$ cat src/rtl/serial_feed_pkg.sv
// serial_feed_pkg: shared state encoding and default widths for the serial bit feeder
package serial_feed_pkg;
  typedef enum logic {IDLE, SHIFT} state_e;
  localparam int DATA_W_DEFAULT = 8;
  localparam int DIV_W_DEFAULT  = 8;
endpackage

$ cat src/rtl/serial_bit_feeder_tick_gen.sv
// tick_gen: free-running period counter, pulses tick when count reaches period.
// Ports: clk, rst_n (async low), clr (restart count), en (count while high),
//        period (tick period minus 1), tick (high on the last cycle of each period).
module tick_gen
  import serial_feed_pkg::*;
#(
  parameter int DIV_W = DIV_W_DEFAULT
) (
  input  logic             clk,
  input  logic             rst_n,
  input  logic             clr,
  input  logic             en,
  input  logic [DIV_W-1:0] period,
  output logic             tick
);
  logic [DIV_W-1:0] cnt_q, cnt_d;
  always_comb begin
    tick  = en && (cnt_q == period);
    cnt_d = (clr || !en || tick) ? '0 : cnt_q + 1'b1;
  end
  always_ff @(posedge clk or negedge rst_n)
    if (!rst_n) cnt_q <= '0;
    else        cnt_q <= cnt_d;
endmodule

$ cat src/rtl/serial_bit_feeder.sv
// serial_bit_feeder: parallel-to-serial stage emitting one bit per programmable tick.
// Ports: clk, rst_n (async low); in_data/in_valid/in_ready word handshake;
//        div (tick period minus 1) and lsb_first, both latched on accept;
//        bit_out (held serial bit), bit_valid (one-cycle strobe per new bit), busy (SHIFT).
module serial_bit_feeder
  import serial_feed_pkg::*;
#(
  parameter int DATA_W = DATA_W_DEFAULT,
  parameter int DIV_W  = DIV_W_DEFAULT
) (
  input  logic              clk,
  input  logic              rst_n,
  input  logic [DATA_W-1:0] in_data,
  input  logic              in_valid,
  output logic              in_ready,
  input  logic [DIV_W-1:0]  div,
  input  logic              lsb_first,
  output logic              bit_out,
  output logic              bit_valid,
  output logic              busy
);
  localparam int CNT_W = (DATA_W > 1) ? $clog2(DATA_W) : 1;
  localparam logic [CNT_W-1:0] LAST_BIT = CNT_W'(DATA_W - 1);
  state_e            state_q, state_d;
  logic [DATA_W-1:0] sr_q, sr_d;
  logic [CNT_W-1:0]  bit_cnt_q, bit_cnt_d;
  logic [DIV_W-1:0]  div_q, div_d;
  logic              lsb_q, lsb_d;
  logic              bit_out_q, bit_out_d;
  logic              bit_valid_q, bit_valid_d;
  logic              tick, last, accept, head;
  tick_gen #(.DIV_W(DIV_W)) u_tick (
    .clk    (clk),
    .rst_n  (rst_n),
    .clr    (accept),
    .en     (state_q == SHIFT),
    .period (div_q),
    .tick   (tick)
  );
  // The final bit's tick doubles as an accept slot so back-to-back words keep cadence.
  always_comb begin
    last        = tick && (bit_cnt_q == LAST_BIT);
    in_ready    = (state_q == IDLE) || last;
    accept      = in_valid && in_ready;
    head        = lsb_q ? sr_q[0] : sr_q[DATA_W-1];
    bit_valid_d = tick;
    bit_out_d   = tick ? head : bit_out_q;
    sr_d        = accept ? in_data : tick ? (lsb_q ? sr_q >> 1 : sr_q << 1) : sr_q;
    bit_cnt_d   = accept ? '0 : tick ? bit_cnt_q + 1'b1 : bit_cnt_q;
    div_d       = accept ? div : div_q;
    lsb_d       = accept ? lsb_first : lsb_q;
    state_d     = accept ? SHIFT : last ? IDLE : state_q;
  end
  always_ff @(posedge clk or negedge rst_n)
    if (!rst_n) begin
      state_q     <= IDLE;
      sr_q        <= '0;
      bit_cnt_q   <= '0;
      div_q       <= '0;
      lsb_q       <= 1'b0;
      bit_out_q   <= 1'b0;
      bit_valid_q <= 1'b0;
    end else begin
      state_q     <= state_d;
      sr_q        <= sr_d;
      bit_cnt_q   <= bit_cnt_d;
      div_q       <= div_d;
      lsb_q       <= lsb_d;
      bit_out_q   <= bit_out_d;
      bit_valid_q <= bit_valid_d;
    end
  assign bit_out   = bit_out_q;
  assign bit_valid = bit_valid_q;
  assign busy      = (state_q == SHIFT);
endmodule

$ cat config.mk
export PLATFORM = sky130hd
export DESIGN_NAME = serial_bit_feeder
export DESIGN_NICKNAME = d
export VERILOG_FILES = /design/src/rtl/serial_feed_pkg.sv /design/src/rtl/serial_bit_feeder_tick_gen.sv /design/src/rtl/serial_bit_feeder.sv
export SDC_FILE = /design/constraint.sdc
export NUM_CORES = 1
export LEC_CHECK = 0
export BUFFER_PORTS_ARGS = -buffer_cell sky130_fd_sc_hd__clkbuf_2
export CORE_ASPECT_RATIO = 1.75
export CORE_MARGIN = 2
export CORE_UTILIZATION = 59
export DETAILED_ROUTE_END_ITERATION = 8
export PLACE_DENSITY_LB_ADDON = 0.3
export RECOVER_POWER = 50
export SYNTH_ARGS = -nofsm -noshare
export SYNTH_HDL_FRONTEND = slang
export SYNTH_SLANG_ARGS = --single-unit
export TNS_END_PERCENT = 100
$ cat constraint.sdc
create_clock -name clk -period 4.05 [get_ports clk]
set_clock_uncertainty 0.2 [all_clocks]
set_input_delay 0.2025 -clock clk [delete_from_list [all_inputs] [get_ports clk]]
set_output_delay 0.2025 -clock clk [all_outputs]
set_load 0.01 [all_outputs]
# After elaboration in Yosys (flattened, before gate mapping)
# Cells that the tools add are included.
# word_totals
regBits	31
output_inout_bits	4
inputBits	20
word_cells	31
# op_classes
muxes	9
bitwise_logic	1
n_reduce_logical	9
n_addsub	2
n_eq_ne	2
# ops
op	n
two-way mux 8 bit	4
adder 8 x 1 -> 8 bit, second input constant	1
equality test 8 bit	1
two-way mux 3 bit	2
nonzero test 2 bit	2
adder 3 x 1 -> 3 bit, second input constant	1
equality test 3 bit, second input constant	1
logical AND 1 bit	3
logical OR 1 bit	3
two-way mux 1 bit	3
logical NOT 1 bit	1
NOT 1 bit	1

# Longest topological paths before layout
# depth
depth_word	8
depth_mapped	6
mapped_depth_nobuf	6

# Hierarchy
# A second synthesis with hierarchy kept.
# unflattened
hier_cells	129
area_unflattened_um2	1561.5
# by_module_without_submodules
module	area_each_um2	instances	cells_per_inst
serial_bit_feeder	1089.8	1	83
tick_gen	471.7	1	46

# Worst setup path before layout
# Ideal clock, no wire load.
# synth_path
path_type	reg2reg
startpoint	register u_tick.cnt_q[0]
endpoint	register div_q[0]
setup_ns	0.125
path_slack_ns	1.918
path_stages_with_launch	7
t_arrival_ns	1.807
path_buffers	1
cell_sequence	dfrtp_1 > xnor2_1 > nand3_1 > nor4_4 > a31oi_1 > buf_4 > mux2_4
# synth_between
elab_chain_len	5
# synth_rtl
item	line	text
start, declared	serial_bit_feeder_tick_gen.sv:16	logic [DIV_W-1:0] cnt_q, cnt_d;
start signal, assigned	serial_bit_feeder_tick_gen.sv:23	else cnt_q <= cnt_d;
equality test 8 bit	serial_bit_feeder_tick_gen.sv:18	tick = en && (cnt_q == period);
logical AND 1 bit	serial_bit_feeder_tick_gen.sv:18	
logical AND 1 bit	serial_bit_feeder.sv:42	last = tick && (bit_cnt_q == LAST_BIT);
logical OR 1 bit	serial_bit_feeder.sv:43	in_ready = (state_q == IDLE) || last;
logical AND 1 bit	serial_bit_feeder.sv:44	accept = in_valid && in_ready;
end signal, assigned	serial_bit_feeder.sv:67	div_q <= div_d;
end, declared	serial_bit_feeder.sv:27	logic [DIV_W-1:0] div_q, div_d;
# No other way between the ends.
# A chain may end at the register's enable or synchronous reset.

# Final worst setup path
# layout_path
startpoint	register u_tick.cnt_q[2]
endpoint	register sr_q[4]
# layout_between
elab_chain_len	6
elab_cells_between_ends	7
cone_classes	1 x eq/ne; 1 x mux; 5 x reduce/logical
# layout_rtl
item	line	text
equality test 8 bit *	serial_bit_feeder_tick_gen.sv:18	
logical AND 1 bit *	serial_bit_feeder_tick_gen.sv:18	
logical AND 1 bit	serial_bit_feeder.sv:42	
logical OR 1 bit	serial_bit_feeder.sv:43	
logical AND 1 bit	serial_bit_feeder.sv:44	
two-way mux 8 bit or nonzero test 2 bit (tied branches)	--	
end signal, assigned	serial_bit_feeder.sv:65	sr_q <= sr_d;
end, declared	serial_bit_feeder.sv:25	logic [DATA_W-1:0] sr_q, sr_d;
# Mark *: on every way between the ends. The rest lies on a longest branch, timed or not.

==> summary.md <==
| Metric | Value |
|---|---|
| Final Max Tran Viols | 32 |
| Post-Syn Nets | approximately 150 |
| Most Frequent Cell on Critical Path | buf_4 |
| Reg2reg start | u_tick.cnt_q[2]$_DFF_PN0_ |
| Lkg Pwr | roughly 0.97 nW |
| F_max | about 0.37 GHz |
| Final setup fails | 0 |
| Cell Rows | 24 |
| Post-Synthesis Cells | between 100 and 150 |
| Hold crit path type | reg -> reg |
| Worst-path fanout max | 18 |
| Slowest CP cell | a31oi_2 |
| Area growth syn-to-layout | 27.16% |
| Max Cap Viol | 1 |
| Vias per Instance | approximately 5.5 |
| Post-synth cell types | 26 |
| Hold Path Cell Cnt | 2 |
| HPWL Detailed | ~2300 µm |
| DR vias | between 1000 and 1500 |
| Final #Nets | between 150 and 200 |
| GR Overflow Total | 0 |
| Root Buffer | clkbuf_8 |
| Crit path DAT | about 2700 ps |
| Multi-input logic area | 750.7 µm² |
| Synth warn | 0 |
| Slew @ Worst Pin | roughly 1600 ps |
| WP buf/inv | 2 |
| TritonCTS clock tree | built |
| Worst Setup Path Type | reg -> reg |
| CTS buffer count | 5 |
| Synth top area share | 49.68% |
| FFs w/ async S/R, synth | 100.0% |
| Die area | slightly above 3000 µm² |
| DIE WIDTH | between 40 and 50 µm |
| Post-Syn Area | roughly 1600 µm² |
| Tot Pwr | around 1.2 mW |
| Top post-synthesis cells by area | dfrtp_1 (50%), mux2i_1 (10%), mux2_4 (8.7%) |
| Post-synth top area cell | dfrtp_1 |
| Syn_area_per_cell | ~12 µm² |
| CP Cell Sequence | xnor2_1 -> nand4_1 -> nor4_4 -> buf_4 -> a31oi_2 -> buf_4 -> a2bb2oi_1 |
| Seq/Total Area, Yosys | 49.68% |
| First-pass GRT wire length | about 5700 µm |
| Clock Latency Late Sink | approximately 280 ps |
| R2R depth | 7 |
| FF/Latch Area | ~780 µm² |
| Setup tns final | 0 ps |
| Core area | about 2500 µm² |
| Antenna violations before repair | 0 |
| Failing checks | max-capacitance violations, max-slew violations |
| Drt pass-1 iters | 4 |
| GRT Total Usage | roughly a quarter |
| Largest net degree at the start of global routing | 32 |
| CTS Sinks | 31 |
| Number of synthesized flops with an enable pin | 0 |
| Tcrit/Tclk final | 66.85% |
| Final hold viol count | 0 |
| Ports | 24 |
| CP endpoint kind | register |
| CP required | around 4000 ps |
| Peak VDD IR | between 0.0004 and 0.0005 V |
| CTS Buffer Depth | 2 |
| Min cycle time layout | 2707 ps |
| Top-count cell post-synth | dfrtp_1 |
| Antenna-violating nets left | 0 |
| Max incr delay on CP | approximately 900 ps |
| Status | complete, but fails checks |
| Fill cell count | around 180 |
| Post-synthesis register bit count | 31 |
| Clock H-tree levels | 2 |
| Hold wc startpoint | bit_out$_DFFE_PN0P_ |
| 1st-iter DRT viols | 14 |
| P per Cell Area | 625.0 nW/µm² |
| RSZ-0062 raised after global routing | false |
| Max_slew headroom | -8.354% |
| DRC | 0 |
| Worst-path clk slew | about 60 ps |
| Cell family with most CP delay | compound AO/OA/AOI/OAI gates |
| Ant. Diodes | 0 |
| R2R Setup Slk | between 1000 and 1500 ps |
| IO buf count | 23 |
| Routability cong. | approximately 0.79 |
| Hold Path End | bit_out$_DFFE_PN0P_ |
| Die Height | between 70 and 80 µm |
| Wire length per cell | roughly 17 µm |
| Vias in the first global route | roughly 1200 |
| Layout cells sized above 1 | 22.16% |
| Final WL | roughly 3400 µm |
| Synth top cells by count | dfrtp_1 (31), mux2i_1 (16), nor2_1 (10), mux2_4 (9) |
| Post-synth top flop | dfrtp_1 |
| Startpoint types | register |
| R2r endpoint | sr_q[4]$_DFFE_PN0P_ |
| Starting Density | ~63% |
| Hold WS | roughly 330 ps |
| Post-CTS setup buffer count | 0 |
## layout by cell type (no fill, tap or decap)
cell type,count
a21bo_1,1
nor2b_1,2
a31oi_2,1
a2bb2oi_1,7
xnor2_1,7
nand3_1,6
clkbuf_8,7
nand4_1,1
mux2_4,9
nor2_1,10
and2_1,1
ha_1,3
dlygate4sd3_1,19
clkbuf_2,19
clkbuf_1,5
nand2_1,8
o32a_1,1
buf_4,2
xor2_1,8
nor4_4,1
inv_1,3
nand2b_1,3
mux2i_1,16
dfrtp_1,31
a21boi_1,1
and3_1,2
a21oi_1,1
o21ai_0,1
## layer usage
layer | global-route usage, % | vias to the layer above | share of wire, %
met5 | 0 | - | 0
met4 | 13.54 | 0 | 2.8
met3 | 4.975 | 9 | 3.4
met2 | 46.30 | 24 | 56
met1 | 28.96 | 540 | 38
li1 | - | 537 | -
## worst max-delay path by stage
stage                                      end  depth (start not counted)  slack (ps)                      start
after detailed placement   sr_q[4]$_DFFE_PN0P_                          7        1380  u_tick.cnt_q[2]$_DFF_PN0_
after floorplan           div_q[0]$_DFFE_PN0P_                          6        1920  u_tick.cnt_q[0]$_DFF_PN0_
after global placement     sr_q[2]$_DFFE_PN0P_                          7        1510  u_tick.cnt_q[2]$_DFF_PN0_
after CTS                  sr_q[4]$_DFFE_PN0P_                          7        1340  u_tick.cnt_q[2]$_DFF_PN0_
after global routing       sr_q[0]$_DFFE_PN0P_                          7        1170  u_tick.cnt_q[2]$_DFF_PN0_
final                      sr_q[4]$_DFFE_PN0P_                          7        1340  u_tick.cnt_q[2]$_DFF_PN0_
## worst reg2reg max path, delay by kind of cell (launching register included)
kind | cells | cell delay (ps)
AO/OA/AOI/OAI | 2 | 1110
XOR/XNOR | 1 | 160
AND/OR/NAND/NOR | 2 | 210
buffers and inverters | 2 | 500
flip-flops | 1 | 440
## report_power, final
| group | leakage, nW | switching (mW) | internal (mW) |
|---|---|---|---|
| registers | 0.383 | 0.124 | 0.432 |
| clock network | 0.0515 | 0.109 | 0.155 |
| logic | 0.533 | 0.194 | 0.227 |
## final cells by class
type	count	area share [%]
well taps	26	1.638
flip-flops and latches	31	39.07
clock buffers	8	5.041
multi-input cells	90	37.81
inverters	3	0.5671
repair buffers	44	15.88
## sequential cells by signal, summed over array words and instances, names as in the netlist
register,cells
u_tick.cnt_q,8
bit_out,1
bit_valid,1
div_q,8
busy,1
sr_q,8
lsb_q,1
bit_cnt_q,3
## cells by family (layout without fill, tap and decap cells)
logic type                 Yosys count  after routing  synth area share [%]
muxes                               25             25                 18.91
and+or+nand+nor                     34             34                 11.22
DFF                                 31             31                 49.68
xor gates and xnor gates            15             15                 8.414
AOI/OAI and AO/OA                   13             13                 6.731
adders and majority gates            3              3                 2.404
buffers and inverters                9             55                 2.644
## repair_timing
action,4_1_cts,5_1_grt
setup endpoints to repair,0,0
resized for setup,0,0
hold buffers,19,0
hold endpoints to repair,49,0
## through the flow
step / util (%) / cells / worst slack [ps] / instance area, µm²
after CTS: 79.87 / 202 / 1339 / 1991
after detailed placement: 68.22 / 175 / 1376 / 1700
after global routing: 79.67 / 202 / 1173 / 1986
after floorplan: - / 130 / 1918 / 1562
after global placement: 68.22 / 175 / 1508 / 1700
final: 79.67 / 202 / 1343 / 1986
Power figures use the tool's default switching activity.
